--- src/rtl/seq_priority_encoder_if.sv ---
// Valid/ready handshake bundle for the sequential priority encoder.
// The slave modport is the encoder's view; the master modport is the environment's view.
interface seq_priority_encoder_if #(
    parameter int unsigned N = 4,
    parameter int unsigned W = 2
);
    logic [N-1:0] req_in;
    logic         in_valid;
    logic         in_ready;
    logic [W-1:0] code_out;
    logic         out_last;
    logic         out_valid;
    logic         out_ready;
    logic         zero_pulse;

    modport slave (
        input  req_in,
        input  in_valid,
        output in_ready,
        output code_out,
        output out_last,
        output out_valid,
        input  out_ready,
        output zero_pulse
    );

    modport master (
        output req_in,
        output in_valid,
        input  in_ready,
        input  code_out,
        input  out_last,
        input  out_valid,
        output out_ready,
        input  zero_pulse
    );
endinterface

--- src/rtl/seq_priority_encoder.sv ---
// Accepts a multi-hot request vector and emits the index of each set bit,
// highest first, one code per output handshake.
module seq_priority_encoder #(
    parameter int unsigned N = 4,
    parameter int unsigned W = 2
) (
    input  logic                  clk,
    input  logic                  rst_n,
    seq_priority_encoder_if.slave bus
);

    typedef enum logic {
        IDLE   = 1'b0,
        ENCODE = 1'b1
    } state_e;

    state_e       state_q;
    logic [N-1:0] pend_q;
    logic         zero_pulse_q;

    logic [W-1:0] top_idx;
    logic [N-1:0] top_onehot;
    logic         single_bit;
    logic         in_fire;
    logic         out_fire;

    // Highest set bit of the pending vector; later iterations win.
    always_comb begin
        top_idx    = '0;
        top_onehot = '0;
        for (int unsigned i = 0; i < N; i++) begin
            if (pend_q[i]) begin
                top_idx    = W'(i);
                top_onehot = N'(1) << i;
            end
        end
    end

    // Exactly one bit left means this code closes the vector.
    assign single_bit = (pend_q != '0) && ((pend_q & (pend_q - N'(1))) == '0);

    assign in_fire  = (state_q == IDLE) && bus.in_valid;
    assign out_fire = (state_q == ENCODE) && bus.out_ready;

    always_ff @(posedge clk or negedge rst_n) begin
        if (!rst_n) begin
            state_q      <= IDLE;
            pend_q       <= '0;
            zero_pulse_q <= 1'b0;
        end else begin
            zero_pulse_q <= 1'b0;
            case (state_q)
                IDLE: begin
                    if (in_fire) begin
                        if (bus.req_in != '0) begin
                            pend_q  <= bus.req_in;
                            state_q <= ENCODE;
                        end else begin
                            zero_pulse_q <= 1'b1;
                        end
                    end
                end
                ENCODE: begin
                    if (out_fire) begin
                        pend_q <= pend_q & ~top_onehot;
                        if (single_bit) begin
                            state_q <= IDLE;
                        end
                    end
                end
                default: begin
                    state_q <= IDLE;
                    pend_q  <= '0;
                end
            endcase
        end
    end

    // Outputs decode from registers only, gated so idle codes read as zero.
    assign bus.in_ready   = (state_q == IDLE);
    assign bus.out_valid  = (state_q == ENCODE);
    assign bus.code_out   = (state_q == ENCODE) ? top_idx : '0;
    assign bus.out_last   = (state_q == ENCODE) && single_bit;
    assign bus.zero_pulse = zero_pulse_q;

endmodule

--- src/flat_wrapper.sv ---
// flat-port wrapper written by rule: the top's interface ports become plain ports
module seq_priority_encoder_flat 
#(
    parameter int unsigned N = 4,
    parameter int unsigned W = 2
)
  (clk, rst_n, bus_req_in, bus_in_valid, bus_in_ready, bus_code_out, bus_out_last, bus_out_valid, bus_out_ready, bus_zero_pulse);
  seq_priority_encoder_if #(.N(N), .W(W)) bus_i ();
  input  logic clk;
  input  logic rst_n;
  input wire logic [$bits(bus_i.req_in)-1:0] bus_req_in;
  input wire logic [$bits(bus_i.in_valid)-1:0] bus_in_valid;
  output wire logic [$bits(bus_i.in_ready)-1:0] bus_in_ready;
  output wire logic [$bits(bus_i.code_out)-1:0] bus_code_out;
  output wire logic [$bits(bus_i.out_last)-1:0] bus_out_last;
  output wire logic [$bits(bus_i.out_valid)-1:0] bus_out_valid;
  input wire logic [$bits(bus_i.out_ready)-1:0] bus_out_ready;
  output wire logic [$bits(bus_i.zero_pulse)-1:0] bus_zero_pulse;
  assign bus_i.req_in = bus_req_in;
  assign bus_i.in_valid = bus_in_valid;
  assign bus_in_ready = bus_i.in_ready;
  assign bus_code_out = bus_i.code_out;
  assign bus_out_last = bus_i.out_last;
  assign bus_out_valid = bus_i.out_valid;
  assign bus_i.out_ready = bus_out_ready;
  assign bus_zero_pulse = bus_i.zero_pulse;
  seq_priority_encoder #(.N(N), .W(W)) u_core (.clk(clk), .rst_n(rst_n), .bus(bus_i));
endmodule
--- config.mk ---
export PLATFORM = sky130hd
export DESIGN_NAME = seq_priority_encoder_flat
export DESIGN_NICKNAME = d
export VERILOG_FILES = /design/src/rtl/seq_priority_encoder_if.sv /design/src/rtl/seq_priority_encoder.sv /design/src/flat_wrapper.sv
export SDC_FILE = /design/constraint.sdc
export NUM_CORES = 1
export LEC_CHECK = 0
export ABC_AREA = 1
export ABC_CLOCK_PERIOD_IN_PS = 2200
export CORE_AREA = 2 2 39 41
export DETAILED_ROUTE_END_ITERATION = 10
export DIE_AREA = 0 0 41 43
export HOLD_SLACK_MARGIN = 0.06
export PLACE_DENSITY_LB_ADDON = 0.08
export SYNTH_ARGS = -nofsm -noshare
export SYNTH_HDL_FRONTEND = slang
export SYNTH_SLANG_ARGS = --single-unit
--- constraint.sdc ---
create_clock -name clk -period 2.2 [get_ports clk]
set_input_delay 0.22 -clock clk [delete_from_list [all_inputs] [get_ports clk]]
set_output_delay 0.22 -clock clk [all_outputs]
set_load 0.005 [all_outputs]
Word-level counts from Yosys, hierarchy flattened
Index checks and enable logic that the tools add are counted.
{"block": "word_totals", "latch_bits": 0, "reg_bits": 6, "wordCells": 39, "mem_count": 0, "out_inout_bits": 6, "inputBits": 8, "rom_bits": 0, "ramBits": 0}
{"block": "op_classes", "muxes": 20, "n_shift": 0, "eq_ne": 3, "div": 0, "order_cmp": 0, "n_addsub": 1, "multipliers": 0, "bitwise_logic": 4, "n_reduce_logical": 8}
{"op": "2-to-1 mux 4 bit", "n": 6}
{"op": "2-to-1 mux 1 bit", "n": 9}
{"op": "AND 4 bit", "n": 2}
{"op": "case mux 4 bit (2 select lines)", "n": 1}
{"op": "nonzero test 4 bit", "n": 2}
{"op": "2-to-1 mux 2 bit", "n": 3}
{"op": "logical AND 1 bit", "n": 4}
{"op": "logical NOT 4 bit", "n": 1}
{"op": "!= test 2 x 1 -> 1 bit, second input constant", "n": 2}
{"op": "NOT 4 bit", "n": 1}
{"op": "subtractor 4 x 1 -> 4 bit, second input constant", "n": 1}
{"op": "AND reduction 3 bit", "n": 1}
{"op": "!= test 2 bit, second input constant", "n": 1}
{"op": "case mux 1 bit (2 select lines)", "n": 1}
{"op": "NOT 1 bit", "n": 1}

Longest topological paths before layout
{"block": "depth", "word_depth": 8, "ltp_mapped": 7, "ltp_nobuf": 7}

Worst setup path after synthesis
No wires, ideal clock.
{"block": "synth_timing", "kind": "reg-to-reg", "startpoint": "reg u_core.state_q (netlist: u_core.bus.out_valid)", "endpoint": "reg u_core.pend_q[1]", "path_slack_ps": 1226, "t_required_ps": 2083, "n_path_buf": 0, "setup_ps": 117, "arrival_ps": 858, "period_less_slack_ps": 974, "path_stages_with_launch": 7, "cell_sequence": "dfrtp_1 -> inv_2 -> nand2_4 -> nand2_2 -> nand3_1 -> nand2_1 -> nand2_1"}
{"block": "synth_between", "elab_chain_cells": 4, "elab_cells_between_ends": 8, "cone_classes": "eq/ne (3); mux (1); bitwise (1); reduce/logical (3)"}
{"item": "from (decl)", "line_no": "seq_priority_encoder.sv:17", "rtl": "state_e state_q;"}
{"item": "from (signal assigned)", "line_no": "seq_priority_encoder.sv:47", "rtl": "state_q <= IDLE;"}
{"item": "from (signal assigned)", "line_no": "seq_priority_encoder.sv:57", "rtl": "state_q <= ENCODE;"}
{"item": "from (signal assigned)", "line_no": "seq_priority_encoder.sv:67", "rtl": "state_q <= IDLE;"}
{"item": "NOT 1 bit *"}
{"item": "named net bus_in_ready", "line_no": "flat_wrapper.sv:13", "rtl": "output wire logic [$bits(bus_i.in_ready)-1:0] bus_in_ready;"}
{"item": "logical AND 1 bit", "line_no": "seq_priority_encoder.sv:42", "rtl": "assign in_fire = (state_q == IDLE) && bus.in_valid;"}
{"item": "!= test 2 x 1 -> 1 bit (no line)"}
{"item": "AND reduction 3 bit (no line)"}
{"item": "to (signal assigned)", "line_no": "seq_priority_encoder.sv:56", "rtl": "pend_q <= bus.req_in;"}
{"item": "to (signal assigned)", "line_no": "seq_priority_encoder.sv:65", "rtl": "pend_q <= pend_q & ~top_onehot;"}
{"item": "to (decl)", "line_no": "seq_priority_encoder.sv:18", "rtl": "logic [N-1:0] pend_q;"}
Mark *: on every way through the listed nets, which the timed path passes. The rest lies on a longest branch.
A chain may end at the register's enable or synchronous reset.

Worst setup path after layout
{"block": "layout_timing", "startpoint": "reg u_core.pend_q[3]", "endpoint": "out bus_out_last"}
{"block": "layout_between", "elab_chain_cells": 5, "elab_cells_between_ends": 6, "cone_classes": "add/sub (1); bitwise (1); reduce/logical (4)"}
{"item": "subtractor 4 x 1 -> 4 bit", "line_no": "seq_priority_encoder.sv:40", "rtl": "assign single_bit = (pend_q != '0) && ((pend_q & (pend_q - N'(1))) == '0);"}
{"item": "AND 4 bit", "line_no": "seq_priority_encoder.sv:40"}
{"item": "logical NOT 4 bit", "line_no": "seq_priority_encoder.sv:40"}
{"item": "logical AND 1 bit *", "line_no": "seq_priority_encoder.sv:40"}
{"item": "logical AND 1 bit *", "line_no": "seq_priority_encoder.sv:83", "rtl": "assign bus.out_last = (state_q == ENCODE) && single_bit;"}
{"item": "to (decl)", "line_no": "flat_wrapper.sv:15", "rtl": "output wire logic [$bits(bus_i.out_last)-1:0] bus_out_last;"}
Every way passes the cells marked *; elsewhere a longest branch is shown, timed or not.

==> results by group <==
Outcome
  • Outcome: finished clean

STA
  • Fin crit period: about 1.8 ns
  • Slew headroom: between 80% and 90%
  • Final Cycle Share: 80.27%
  • Hold slack: 0.2178 ns
  • Max Clock Freq: ~570 MHz
  • Fin. Hold Viols: 0
  • Final setup viols: 0
  • Clk_skew: between 0.004 and 0.005 ns
  • RSZ-0062 raised after global routing: false
  • Worst Max-Slew Pin Slew: around 0.3 ns
  • Crit path setup slack, layout: 0.4342 ns
  • Total negative slack: 0 ns
  • Final Max Slew Viols: 0

Clocking
  • Post-CTS setup buffers: 0
  • Clock Path Buffers: 2
  • Clock transition at the registers of the reported paths: roughly 0.050 ns
  • PostCTS Resize Cnt: 0
  • H-tree level count: 1
  • CTS tree: yes
  • Clk Latency, worst-skew pair: roughly 0.25 ns
  • CTS hold repair buffers: 0
  • Root buffer cell: clkbuf_4
  • CTS buffer count: 3
  • CTS sink cnt: 6

GRT
  • Initial antenna violation count: 0
  • Met2 usage: about a fifth
  • Largest net degree at the start of global routing: 8
  • First-pass GRT wire length: about 1.5 mm
  • Gr ovfl total: 0
  • Grt met3 use: under 10%
  • Total GRT Usage: around an eighth
  • Vias in the first global route: ~400
  • Most Used Layer, Global Route: met2
  • Met1 Usage GRT: 15.13%

Yosys
  • Post-synth top area share: between 40 and 50%
  • Cell with the most instances after synthesis: nand2_1
  • Synthesized net count: between 60 and 70
  • Number of flops mapped to enable cells by yosys: 0
  • Register bit total from synthesis: 6
  • Register area share after synthesis: about 40%
  • Mapped Area: ~370 um^2
  • Mean Syn Cell Area: approximately 6.6 um^2
  • Asr flop ratio synth: 100.0%
  • Ys flop type: dfrtp_1
  • Top post-synthesis cells by count: nand2_1, nand3_1, dfrtp_1
  • Largest cells by area after synthesis: dfrtp_1, nand2_1, nand3_1
  • Synth area leader: dfrtp_1
  • Netlist cell types: 11
  • Post-Synthesis Cells: 56
  • Ys Warns: 0

Critical path
  • Highest cell delay on the worst timing path: approximately 0.5 ns
  • Buf/Inv on CP: 2
  • R2R Setup Slk: about 1.1 ns
  • WP data arrival: around 1.6 ns
  • Crit-path max FO: 3
  • Worst r2r dst: u_core.pend_q[1]
  • Startpoint types: register
  • CP endpoint kind: primary output
  • Critical Path RT: slightly below 2 ns
  • Kind of critical path: register to primary output
  • R2R cell count: 6
  • CP max-delay cell: clkdlybuf4s50_1
  • CP most frequent cell: nand2_1
  • Cell Chain, Critical Path: inv_1 -> nand2_1 -> nand2_1 -> nand2_1 -> nand2_1 -> nor2_1 -> clkdlybuf4s50_1
  • Top cell family by delay on the critical path: buffers and inverters
  • Critical Path Source: u_core.pend_q[3]
  • Reg2Reg Launch Point: u_core.bus.out_valid

Drt
  • DRT iter0 DRCs: 11
  • Wirelength per Cell: just over 10 um
  • # DRC: 0
  • Routed wire length: 888 um
  • Via density: 4.580
  • Vias: around 400
  • DR pass1 iterations: 4
  • Routed Antenna Nets: 0

Floorplan
  • Die Footprint: 1763 um^2
  • Die X: a little over 40 um
  • Boundary Pins: 14
  • Chip Height: 43 um
  • FP Rows: 14
  • Initial Util: a little over a quarter
  • CORE AREA: 1384 um^2

Final layout
  • Layout cells sized above 1: about 11%
  • Area Overhead vs Synth: 46.62%
  • Nets: 82
  • ANT cells: 0
  • Reg area: about 150 um^2
  • Final-layout fill cell count: roughly 150
  • Multi-input gate area: 191.4 um^2

Pwr
  • Clock network power share: roughly 15%
  • Pleak: about 0.28 nW
  • Internal power: slightly above 0.4 mW
  • Comb power frac: approximately 57%
  • Peak VDD IR: around 380 uV
  • Sw Pwr: 0.2955 mW
  • Cell Pwr Density: roughly 1300 nW/um^2
  • Sequential share of power: between 20 and 30%
  • Tot Pwr: approximately 0.7 mW
  • Net Sw Frac: 41.81%

Place
  • Port bufs: 13
  • Final GP Congestion: around 0.80
  • Post-Place Worst Slack: a little under 0.7 ns
  • Post-DP HPWL: 704.5 um

Hold path
  • Hold WC Path Type: primary input to async pin

Flow run
  • Max_cap viols: 0
## worst max-delay path by stage
| stage | slack (ns) | cells past startpoint | end |
|---|---|---|---|
| 6_report | 0.43 | 7 | bus_out_last |
| 5_1_grt | 0.33 | 7 | bus_out_last |
| 4_1_cts | 0.43 | 7 | bus_out_last |
| 3_5_place_dp | 0.70 | 7 | bus_out_last |
| 3_3_place_gp | 0.70 | 7 | bus_out_last |
| 2_1_floorplan | 1.23 | 6 | u_core.pend_q[1] |
## through the flow
step | cell area (um^2) | cells | utilization (%)
6_report | 543.0 | 88 | 39.24
5_1_grt | 543.0 | 88 | 39.24
4_1_cts | 543.0 | 88 | 39.24
3_5_place_dp | 520.5 | 85 | 37.61
3_3_place_gp | 520.5 | 85 | 37.61
2_1_floorplan | 370.4 | 56 | -
## per-layer routing
layer  vias up  share of wire (%)
met4         0                1.0
met1       178                 42
met3         2                8.1
li1        205                  -
met5         -                  0
met2        18                 49
## power groups by stage
stage | Clock, mW | Combinational, mW | Sequential [mW]
floorplan | 0 | 0.236 | 0.191
global placement | 0 | 0.407 | 0.201
detailed placement | 0 | 0.403 | 0.200
CTS | 0.108 | 0.404 | 0.198
global route | 0.119 | 0.455 | 0.207
finish | 0.106 | 0.402 | 0.199
## registers in the layout (all words and copies together) (netlist names)
register               count
u_core.bus.zero_pulse      1
u_core.bus.out_valid       1
u_core.pend_q              4
## worst register-to-register path, cell delays in order (launching register included)
cell,delay (ns)
dfrtp_1,0.44
inv_2,0.17
nand2_4,0.09
nand2_2,0.09
nand3_1,0.09
nand2_1,0.07
nand2_1,0.04
## logic make-up (layout without fill, tap and decap cells)
kind of cell / after synthesis / count (layout) / synth area share (%)
simple gates: 41 / 41 / 48.99
compound gates: 2 / 2 / 2.700
flops: 6 / 6 / 40.54
buf+inv: 7 / 23 / 7.771
## final cells by class
class / instances / area share [%]
flip-flops and latches: 6 / 27.65
well taps: 16 / 3.687
multi-input cells: 43 / 35.25
clock buffers: 3 / 4.147
repair buffers: 13 / 23.96
inverters: 7 / 5.300
## cell usage in the layout (no fill, tap or decap), drive strengths merged
| master | instances |
|---|---|
| a21oi | 1 |
| clkbuf | 3 |
| clkdlybuf4s50 | 13 |
| dfrtp | 6 |
| inv | 7 |
| nand2 | 29 |
| nand3 | 8 |
| nor2 | 4 |
| o21ai | 1 |
(Power assumes the default switching activity.)
